`src/rtl/sram_port_arbiter_pkg.sv`:
```
// Shared encodings for the SRAM port arbiter: transfer FSM states, grant
// owner codes and the idle levels of the active-low SRAM strobes.
package sram_port_arbiter_pkg;

  typedef enum logic [1:0] {
    ST_IDLE   = 2'd0,
    ST_SETUP  = 2'd1,
    ST_STROBE = 2'd2,
    ST_HOLD   = 2'd3
  } xfer_state_e;

  localparam logic GRANT_BOOT  = 1'b0;
  localparam logic GRANT_MICRO = 1'b1;

  localparam logic       STROBE_OFF = 1'b1;
  localparam logic [1:0] LANES_OFF  = 2'b11;
  localparam logic [1:0] BE_FULL    = 2'b11;

  // Byte-lane pins are active-low and only driven while a transfer owns the bus.
  function automatic logic [1:0] lane_strobes(input logic active, input logic [1:0] be);
    return active ? ~be : LANES_OFF;
  endfunction

endpackage

```
`src/rtl/sram_timing_fsm.sv`:
```
// SETUP -> STROBE -> HOLD sequencer for one SRAM access; the strobe window
// length comes from WAIT_CYCLES (1..15) via a 4-bit down-counter.
module sram_timing_fsm
  import sram_port_arbiter_pkg::*;
#(
  parameter int unsigned WAIT_CYCLES = 7
) (
  input  logic        master_clk_i,
  input  logic        master_rst_i,
  input  logic        start,
  output xfer_state_e state,
  output logic        last_strobe
);

  xfer_state_e state_nxt;
  logic [3:0]  wait_cnt;

  assign last_strobe = (state == ST_STROBE) && (wait_cnt == 4'd1);

  always_ff @(posedge master_clk_i or posedge master_rst_i) begin
    if (master_rst_i) begin
      state    <= ST_IDLE;
      wait_cnt <= 4'd0;
    end else begin
      state <= state_nxt;
      // Loaded in SETUP so the first STROBE cycle already sees the full count.
      if (state == ST_SETUP)
        wait_cnt <= 4'(WAIT_CYCLES);
      else if (state == ST_STROBE)
        wait_cnt <= wait_cnt - 4'd1;
    end
  end

  always_comb begin
    state_nxt = state;
    case (state)
      ST_IDLE:   if (start) state_nxt = ST_SETUP;
      ST_SETUP:  state_nxt = ST_STROBE;
      ST_STROBE: if (last_strobe) state_nxt = ST_HOLD;
      ST_HOLD:   state_nxt = ST_IDLE;
      default:   state_nxt = ST_IDLE;
    endcase
  end

endmodule

```
`src/rtl/sram_port_arbiter.sv`:
```
// Two-requester arbiter for the external async SRAM: bootstrap loader writes
// and micro reads/writes, one latched request at a time.
module sram_port_arbiter
  import sram_port_arbiter_pkg::*;
#(
  parameter int unsigned ADDR_W      = 22,
  parameter int unsigned DATA_W      = 16,
  parameter int unsigned WAIT_CYCLES = 7
) (
  input  logic              master_clk_i,
  input  logic              master_rst_i,
  input  logic              boot_active_i,
  input  logic              boot_req_i,
  input  logic [ADDR_W-1:0] boot_addr_i,
  input  logic [DATA_W-1:0] boot_wdata_i,
  output logic              boot_ack_o,
  input  logic              micro_req_i,
  input  logic              micro_we_i,
  input  logic [1:0]        micro_be_i,
  input  logic [ADDR_W-1:0] micro_addr_i,
  input  logic [DATA_W-1:0] micro_wdata_i,
  output logic [DATA_W-1:0] micro_rdata_o,
  output logic              micro_ack_o,
  output logic              busy_o,
  output logic              grant_o,
  output logic [ADDR_W-1:0] sram_address_o,
  output logic [DATA_W-1:0] sram_datain_o,
  input  logic [DATA_W-1:0] sram_dataout_i,
  output logic              sram_dq_oe_o,
  output logic              sram_cs_o,
  output logic              sram_we_o,
  output logic              sram_oe_o,
  output logic              sram_adv_o,
  output logic [1:0]        sram_lb_ub_o
);

  typedef struct packed {
    logic [ADDR_W-1:0] addr;
    logic [DATA_W-1:0] wdata;
    logic [1:0]        be;
    logic              we;
  } req_t;

  xfer_state_e state;
  logic        last_strobe;
  logic        start;
  logic        pick_micro;
  logic        in_xfer;
  logic        grant_q;
  req_t        cur;
  req_t        boot_req;
  req_t        micro_req;

  sram_timing_fsm #(.WAIT_CYCLES(WAIT_CYCLES)) u_timing (
    .master_clk_i (master_clk_i),
    .master_rst_i (master_rst_i),
    .start        (start),
    .state        (state),
    .last_strobe  (last_strobe)
  );

  // Boot only loses to micro when the loader is not in progress.
  assign pick_micro = micro_req_i && !(boot_active_i && boot_req_i);
  assign start      = (state == ST_IDLE) && (boot_req_i || micro_req_i);

  assign boot_req  = '{addr: boot_addr_i, wdata: boot_wdata_i, be: BE_FULL, we: 1'b1};
  assign micro_req = '{addr: micro_addr_i, wdata: micro_wdata_i, be: micro_be_i, we: micro_we_i};

  always_ff @(posedge master_clk_i or posedge master_rst_i) begin
    if (master_rst_i) begin
      cur           <= '0;
      grant_q       <= GRANT_BOOT;
      micro_rdata_o <= '0;
    end else begin
      if (start) begin
        cur     <= pick_micro ? micro_req : boot_req;
        grant_q <= pick_micro ? GRANT_MICRO : GRANT_BOOT;
      end
      if (last_strobe && !cur.we)
        micro_rdata_o <= sram_dataout_i;
    end
  end

  // Pins decode straight from registered state, so async reset idles them at once.
  assign in_xfer        = (state != ST_IDLE);
  assign busy_o         = in_xfer;
  assign grant_o        = grant_q;
  assign sram_address_o = cur.addr;
  assign sram_datain_o  = cur.wdata;
  assign sram_dq_oe_o   = in_xfer && cur.we;
  assign sram_cs_o      = in_xfer ? 1'b0 : STROBE_OFF;
  assign sram_adv_o     = (state == ST_SETUP) ? 1'b0 : STROBE_OFF;
  assign sram_we_o      = (state == ST_STROBE && cur.we)  ? 1'b0 : STROBE_OFF;
  assign sram_oe_o      = (state == ST_STROBE && !cur.we) ? 1'b0 : STROBE_OFF;
  assign sram_lb_ub_o   = lane_strobes(in_xfer, cur.be);

  assign boot_ack_o  = (state == ST_HOLD) && (grant_q == GRANT_BOOT);
  assign micro_ack_o = (state == ST_HOLD) && (grant_q == GRANT_MICRO);

endmodule
```
`config.mk`:
```
export PLATFORM = sky130hd
export DESIGN_NAME = sram_port_arbiter
export DESIGN_NICKNAME = d
export VERILOG_FILES = /design/src/rtl/sram_port_arbiter_pkg.sv /design/src/rtl/sram_timing_fsm.sv /design/src/rtl/sram_port_arbiter.sv
export SDC_FILE = /design/constraint.sdc
export NUM_CORES = 1
export LEC_CHECK = 0
export CORE_ASPECT_RATIO = 0.9
export CORE_MARGIN = 3
export CORE_UTILIZATION = 40
export CTS_CLUSTER_DIAMETER = 200
export DETAILED_ROUTE_END_ITERATION = 16
export GPL_TIMING_DRIVEN = 0
export PLACE_DENSITY = 0.82
export SLEW_MARGIN = 20
export SYNTH_ARGS = -nofsm -noshare
export SYNTH_HDL_FRONTEND = slang
export SYNTH_SLANG_ARGS = --single-unit
```
`constraint.sdc`:
```
create_clock -name master_clk_i -period 5 [get_ports master_clk_i]
set_input_delay 0.75 -clock master_clk_i [delete_from_list [all_inputs] [get_ports master_clk_i]]
set_output_delay 0.75 -clock master_clk_i [all_outputs]
set_load 0.02 [all_outputs]
```
# Word level (Yosys, flattened, before mapping)
# Cells that the tools add are included.
word_totals:
  register_bits: 64
  input_bits: 100
  out_inout_bits: 65
  word_cells: 46
classes:
  addsub: 1
  eq_ne: 6
  n_mux: 12
  bitwise_logic: 2
  reduce_logical: 17
op_table:
  columns: ["cell", "count"]
  rows:
  - ["two-way mux 41 bit", 1]
  - ["logical AND 1 bit", 10]
  - ["two-way mux 4 bit", 2]
  - ["one-hot mux 2 bit (4 select lines)", 1]
  - ["two-way mux 2 bit", 3]
  - ["two-way mux 1 bit", 5]
  - ["== test 2 bit (second input constant)", 2]
  - ["== test 4 x 1 -> 1 bit (second input constant)", 1]
  - ["inequality test 2 bit (second input constant)", 2]
  - ["nonzero test 2 bit", 2]
  - ["subtractor 4 x 1 -> 4 bit (second input constant)", 1]
  - ["== test 2 x 1 -> 1 bit (second input constant)", 1]
  - ["zero test 1 bit", 2]
  - ["zero test 2 bit", 1]
  - ["NOT 2 bit", 1]
  - ["AND reduction 2 bit", 1]
  - ["logical OR 1 bit", 1]
  - ["NOT 1 bit", 1]

# Depth between registers and ports, before layout
logic_depth:
  word_depth: 4
  mapped_depth: 7
  ltp_nobuf: 5

# Cells and area by module
# A second synthesis with hierarchy kept.
unflattened:
  hier_cells: 350
  area_unflattened_um2: 3514.6
modules_own_cells:
  columns: ["module", "n_inst", "cells_per_inst", "area_per_inst_um2", "seq_area_each_um2"]
  rows:
  - ["sram_port_arbiter", 1, 310, 3133.0, 1451.4]
  - ["sram_timing_fsm", 1, 40, 381.6, 150.1]

# Least setup slack after synthesis
# OpenSTA, ideal clock, no wires.
synth_path:
  path_type: "register to output"
  start: "register u_timing.state[0]"
  end: "output sram_lb_ub_o[0]"
  arrival_ns: 1.253
  t_required_ns: 4.250
  path_slack_ns: 2.997
  path_stages_with_launch: 5
  path_buffers: 0
  path_cell_list: "dfrtp_1 > inv_1 > ha_1 > inv_1 > nand2_1"
synth_via:
  elab_chain_len: 2
synth_rtl:
  columns: ["element", "line", "rtl"]
  rows:
  - ["from (decl)", "sram_timing_fsm.sv:11", "output xfer_state_e state,"]
  - ["from (signal assigned)", "sram_timing_fsm.sv:25", "state <= state_nxt;"]
  - ["nonzero test 2 bit", "sram_port_arbiter.sv:85", "assign in_xfer = (state != ST_IDLE);"]
  - ["via busy_o", "sram_port_arbiter.sv:24", "output logic busy_o,"]
  - ["two-way mux 2 bit", "sram_port_arbiter_pkg.sv:21", "return active ? ~be : LANES_OFF;"]
  - ["to (decl)", "sram_port_arbiter.sv:34", "output logic [1:0] sram_lb_ub_o"]
# The timed path passes the listed nets, and every way through them passes these cells.

# Worst setup path in the final report
layout_path:
  start: "register u_timing.state[0]"
  end: "output sram_lb_ub_o[0]"
layout_via:
  elab_chain_len: 2
layout_rtl:
  columns: ["element", "line"]
  rows:
  - ["nonzero test 2 bit", "sram_port_arbiter.sv:85"]
  - ["two-way mux 2 bit", "sram_port_arbiter_pkg.sv:21"]
# Every way passes these cells.

==> results summary <==
The number of routed nets with antenna violations is 0. Sorting the synthesized cells by area gives the leading types as sky130_fd_sc_hd__dfrtp_1, sky130_fd_sc_hd__mux2i_1, sky130_fd_sc_hd__buf_4. The number of nets in the finished design came out at 576. The fraction of synthesized cell area taken by the top area cell type came out at 0.498.

The area of the core came out at 7660 um2. The site row count came out at 30. The largest net degree at the start of global routing is between 40 and 50.

The max-cap violation count came out at 0. Once layout is done, the placed cells without fillers occupy ~5200 um2. The overall global routing resource usage came out at 0.196. The most prevalent standard cell on the critical path is sky130_fd_sc_hd__inv_1. Summed over all layers, the global routing overflow is 0.

The worst-skew pair later-pin latency came out at approximately 0.32 ns. The synthesized design contains 64 register bits. The die height is 91.0 um.

In this run, CTS created clock tree buffers numbering 9. The count of buffer and inverter cells on the critical path came out at 3. The routed length per instance came out at ~15 um.

The H-tree was split into 3 levels. Of the total power, the clock network draws 0.177. The via-per-instance ratio came out at 4.67. The minimum clock period is roughly 2.8 ns. The horizontal die dimension is 100 um. The clock passes through at most 2 buffers. The net count after synthesis came out at 400. The portion of synthesized area spent on multiplexers is 0.193.

The worst-case vdd ir drop is 0.000342 V. The share of total power dissipated in combinational logic is 0.529. The count of mapped cells out of synthesis came out at between 200 and 300. Buffers placed on the I/O ports in this run total 164. The count of synthesis-stage warnings from yosys is 0.

The internal power of the cells totals between 1.5 and 2 mW. In the final layout, the share of cells above drive strength 1 is 0.166. The count of cells resized by post-cts repair came out at 0.

The wire length of the first global-routing pass came out at roughly 14,000 um. The data arrival time of the worst path came out at around 2 ns. The end-of-flow core utilization came out at 0.684.

The summed instance area of the synthesized netlist came out at 3210 um2. The worst setup path is launched from a flop. Routability-driven placement finished with a final weighted congestion of roughly 0.8. In this run the post-CTS setup repair buffer count came out at 0. The total inserted antenna cells is 0. The total number of vias is between 2k and 3k. The final number of setup-violating endpoints is 0. For this run, design rule violations remaining after detail routing come to 0.

The initial antenna violation count was 0. The I/O pin count came out at between 150 and 200. The tree is rooted in a sky130_fd_sc_hd__clkbuf_8. The final-layout setup total negative slack came out at 0 ns.

The clock drives 64 sinks. STA classifies the critical path endpoint as a primary output. The area taken by flip-flops and latches is between 1500 and 2000 um2.

After filler insertion, the fill cell instance count of the layout stands at 599. The fraction of the mapped netlist area in adder cells came out at 0.0234. The starting utilization of the core area came out at 0.420. The total power density per cell area came out at approximately 570 nW/um2. The peak per-stage delay on the critical path came out at ~0.6 ns. In this run the power spent charging and discharging nets is approximately 1.1 mW.

The pre-antenna-repair detailed-routing pass consisted of 4 iterations. The number of pins with negative max-slew slack in the final report is 0. TritonCTS built the clock tree.

The aggregate routed wire length is between 8000 and 9000 um. The design draws 2.97 mW. The relative area change from synthesis to final layout is 63.0%. After synthesis, the largest family of logic cells by area is multiplexers. The distinct cell type count after synthesis is 28. The switching part of the total came out at 0.360. The die area is slightly above 9000 um2. The number of global-route vias before repair is approximately 2.7k. Dividing the synthesized area by the synthesized cell count gives between 10 and 15 um2. The highest clock rate came out at 364 MHz. The total leakage power came out at roughly 2.4 nW. The cell taking the most area after synthesis is sky130_fd_sc_hd__dfrtp_1. The critical path goes through inv_1 -> ha_1 -> inv_1 -> nand2_1 -> clkdlybuf4s50_1.

The fraction of the yosys area taken by sequential cells is 0.498. The final worst-path cycle share came out at 0.550. Setup repair after global routing left no endpoint under its margin. The final number of hold-violating endpoints is 0. Summing all placed instances gives a cell area of 5000 um2.

The basic-gate share of the synthesized area counting and, or, nand and nor cells is 0.0752. The family of cells with the greatest summed delay on the critical path is buffers and inverters. The synthesized-area fraction occupied by xor and xnor cells came out at 0. The area of the multi-input gates is roughly 1200 um2.

The relative slew slack came out at 0.648. The worst hold path belongs to the class flop to flop. Summed over all nets, the half-perimeter wirelength after detailed placement is 6830 um. In the layout the commonest cells are sky130_fd_sc_hd__clkdlybuf4s50_1, sky130_fd_sc_hd__dfrtp_1, sky130_fd_sc_hd__nand2_1.

Clock-pin slew was measured on the worst setup and hold paths at 0.07 ns. The actual slew at the worst max-slew pin is around 0.53 ns. Leaving out fill and tap cells, the most frequent cell in the layout is sky130_fd_sc_hd__clkdlybuf4s50_1. The largest fanout of any net on the critical path is 7.

The sequential share of power is 0.295. The run finished with clean final reports. The worst clock skew came out at 0.00300 ns. The hold buffer count at cts is 0.

The number of design-rule violations left by the first detailed-router iteration is between 50 and 60. The class of the most critical setup path is flop to primary output. The largest individual stage delay along the critical path comes from the cell sky130_fd_sc_hd__clkdlybuf4s50_1. The complex-gate fraction of the synthesized area is 0.0861.

The data required time at the worst endpoint is 4.25 ns.
## through the flow
stage          setup slack [ns]  hold slack (ns)  instances
2_1_floorplan              2.65            0.451        294
3_3_place_gp               1.52            0.463        554
3_5_place_dp               2.29            0.471        555
4_1_cts                    2.22            0.487        571
5_1_grt                    2.10            0.511        571
6_report                   2.25            0.481        571
## final timing paths
path	startpoint	to	slack (ns)	depth (start not counted)
min	sram_address_o[21]	sram_address_o[21]	0.48	2
max in group asynchronous	master_rst_i	sram_address_o[2]	3.77	3
max	u_timing.state[0]	sram_lb_ub_o[0]	2.25	5
max reg2reg	u_timing.state[0]	sram_datain_o[5]	2.74	7
min reg2reg	sram_address_o[21]	sram_address_o[21]	0.48	2
min in group asynchronous	master_rst_i	micro_rdata_o[13]	0.72	2
## cells in the mapped netlist
library cell / number
sky130_fd_sc_hd__ha_1: 6
sky130_fd_sc_hd__o21a_1: 1
sky130_fd_sc_hd__nor3_1: 1
sky130_fd_sc_hd__mux2_4: 10
sky130_fd_sc_hd__a22oi_1: 1
sky130_fd_sc_hd__clkbuf_1: 8
sky130_fd_sc_hd__mux2i_1: 39
sky130_fd_sc_hd__nand2_1: 44
sky130_fd_sc_hd__a21oi_1: 1
sky130_fd_sc_hd__buf_12: 1
sky130_fd_sc_hd__buf_6: 1
sky130_fd_sc_hd__inv_1: 8
sky130_fd_sc_hd__nor2_1: 5
sky130_fd_sc_hd__and2_1: 1
sky130_fd_sc_hd__a31oi_1: 2
sky130_fd_sc_hd__or2_1: 1
sky130_fd_sc_hd__buf_2: 3
sky130_fd_sc_hd__a21boi_1: 1
sky130_fd_sc_hd__dfrtp_1: 64
sky130_fd_sc_hd__nand2b_1: 1
sky130_fd_sc_hd__o21ai_1: 1
sky130_fd_sc_hd__o22ai_1: 1
sky130_fd_sc_hd__mux2_2: 7
sky130_fd_sc_hd__buf_4: 39
sky130_fd_sc_hd__or3b_1: 1
sky130_fd_sc_hd__o22a_1: 4
sky130_fd_sc_hd__o21ai_0: 38
sky130_fd_sc_hd__nor2b_1: 4
## metal layers
| layer | vias to the layer above | wire, um | track usage |
|---|---|---|---|
| met5 | - | 0 | 0 |
| met4 | 0 | 53 | 0.0539 |
| met3 | 4 | 712 | 0.0553 |
| met2 | 111 | 4480 | 0.334 |
| met1 | 1246 | 3470 | 0.241 |
| li1 | 1303 | - | - |
## worst min-delay path, cell delays in order (launching register included)
cell and delay (ns):
sky130_fd_sc_hd__dfrtp_1 0.34, sky130_fd_sc_hd__nand2_1 0.04, sky130_fd_sc_hd__o21ai_0 0.06
## area by class of cell
cell class,instances,area share
timing repair buffer,165,0.319
tap,96,0.0229
clock buffer,9,0.0236
buffer,52,0.0705
sequential,64,0.306
clock inverter,7,0.0210
multi-input combinational,170,0.231
inverter,8,0.00621
## state kept, by name, indices dropped and copies added, names as in the netlist
| name | cells |
|---|---|
| u_timing.wait_cnt | 4 |
| sram_address_o | 22 |
| micro_rdata_o | 16 |
| u_timing.state | 2 |
| grant_o | 1 |
| cur | 3 |
| sram_datain_o | 16 |
## power by group through the flow
stage | Combinational (mW) | Sequential (mW) | Clock [mW]
after floorplan | 0.875 | 0.896 | 0
after detailed placement | 1.57 | 0.884 | 0
after global routing | 1.69 | 0.904 | 0.561
after global placement | 1.54 | 0.866 | 0
final | 1.57 | 0.875 | 0.523
after CTS | 1.59 | 0.877 | 0.536
## kinds of logic after synthesis
kind of cell	after synthesis
fa+ha+maj	6
simple gates	58
mux	56
flops	64
buf+inv	60
compound gates	50
(Power assumes the default switching activity.)
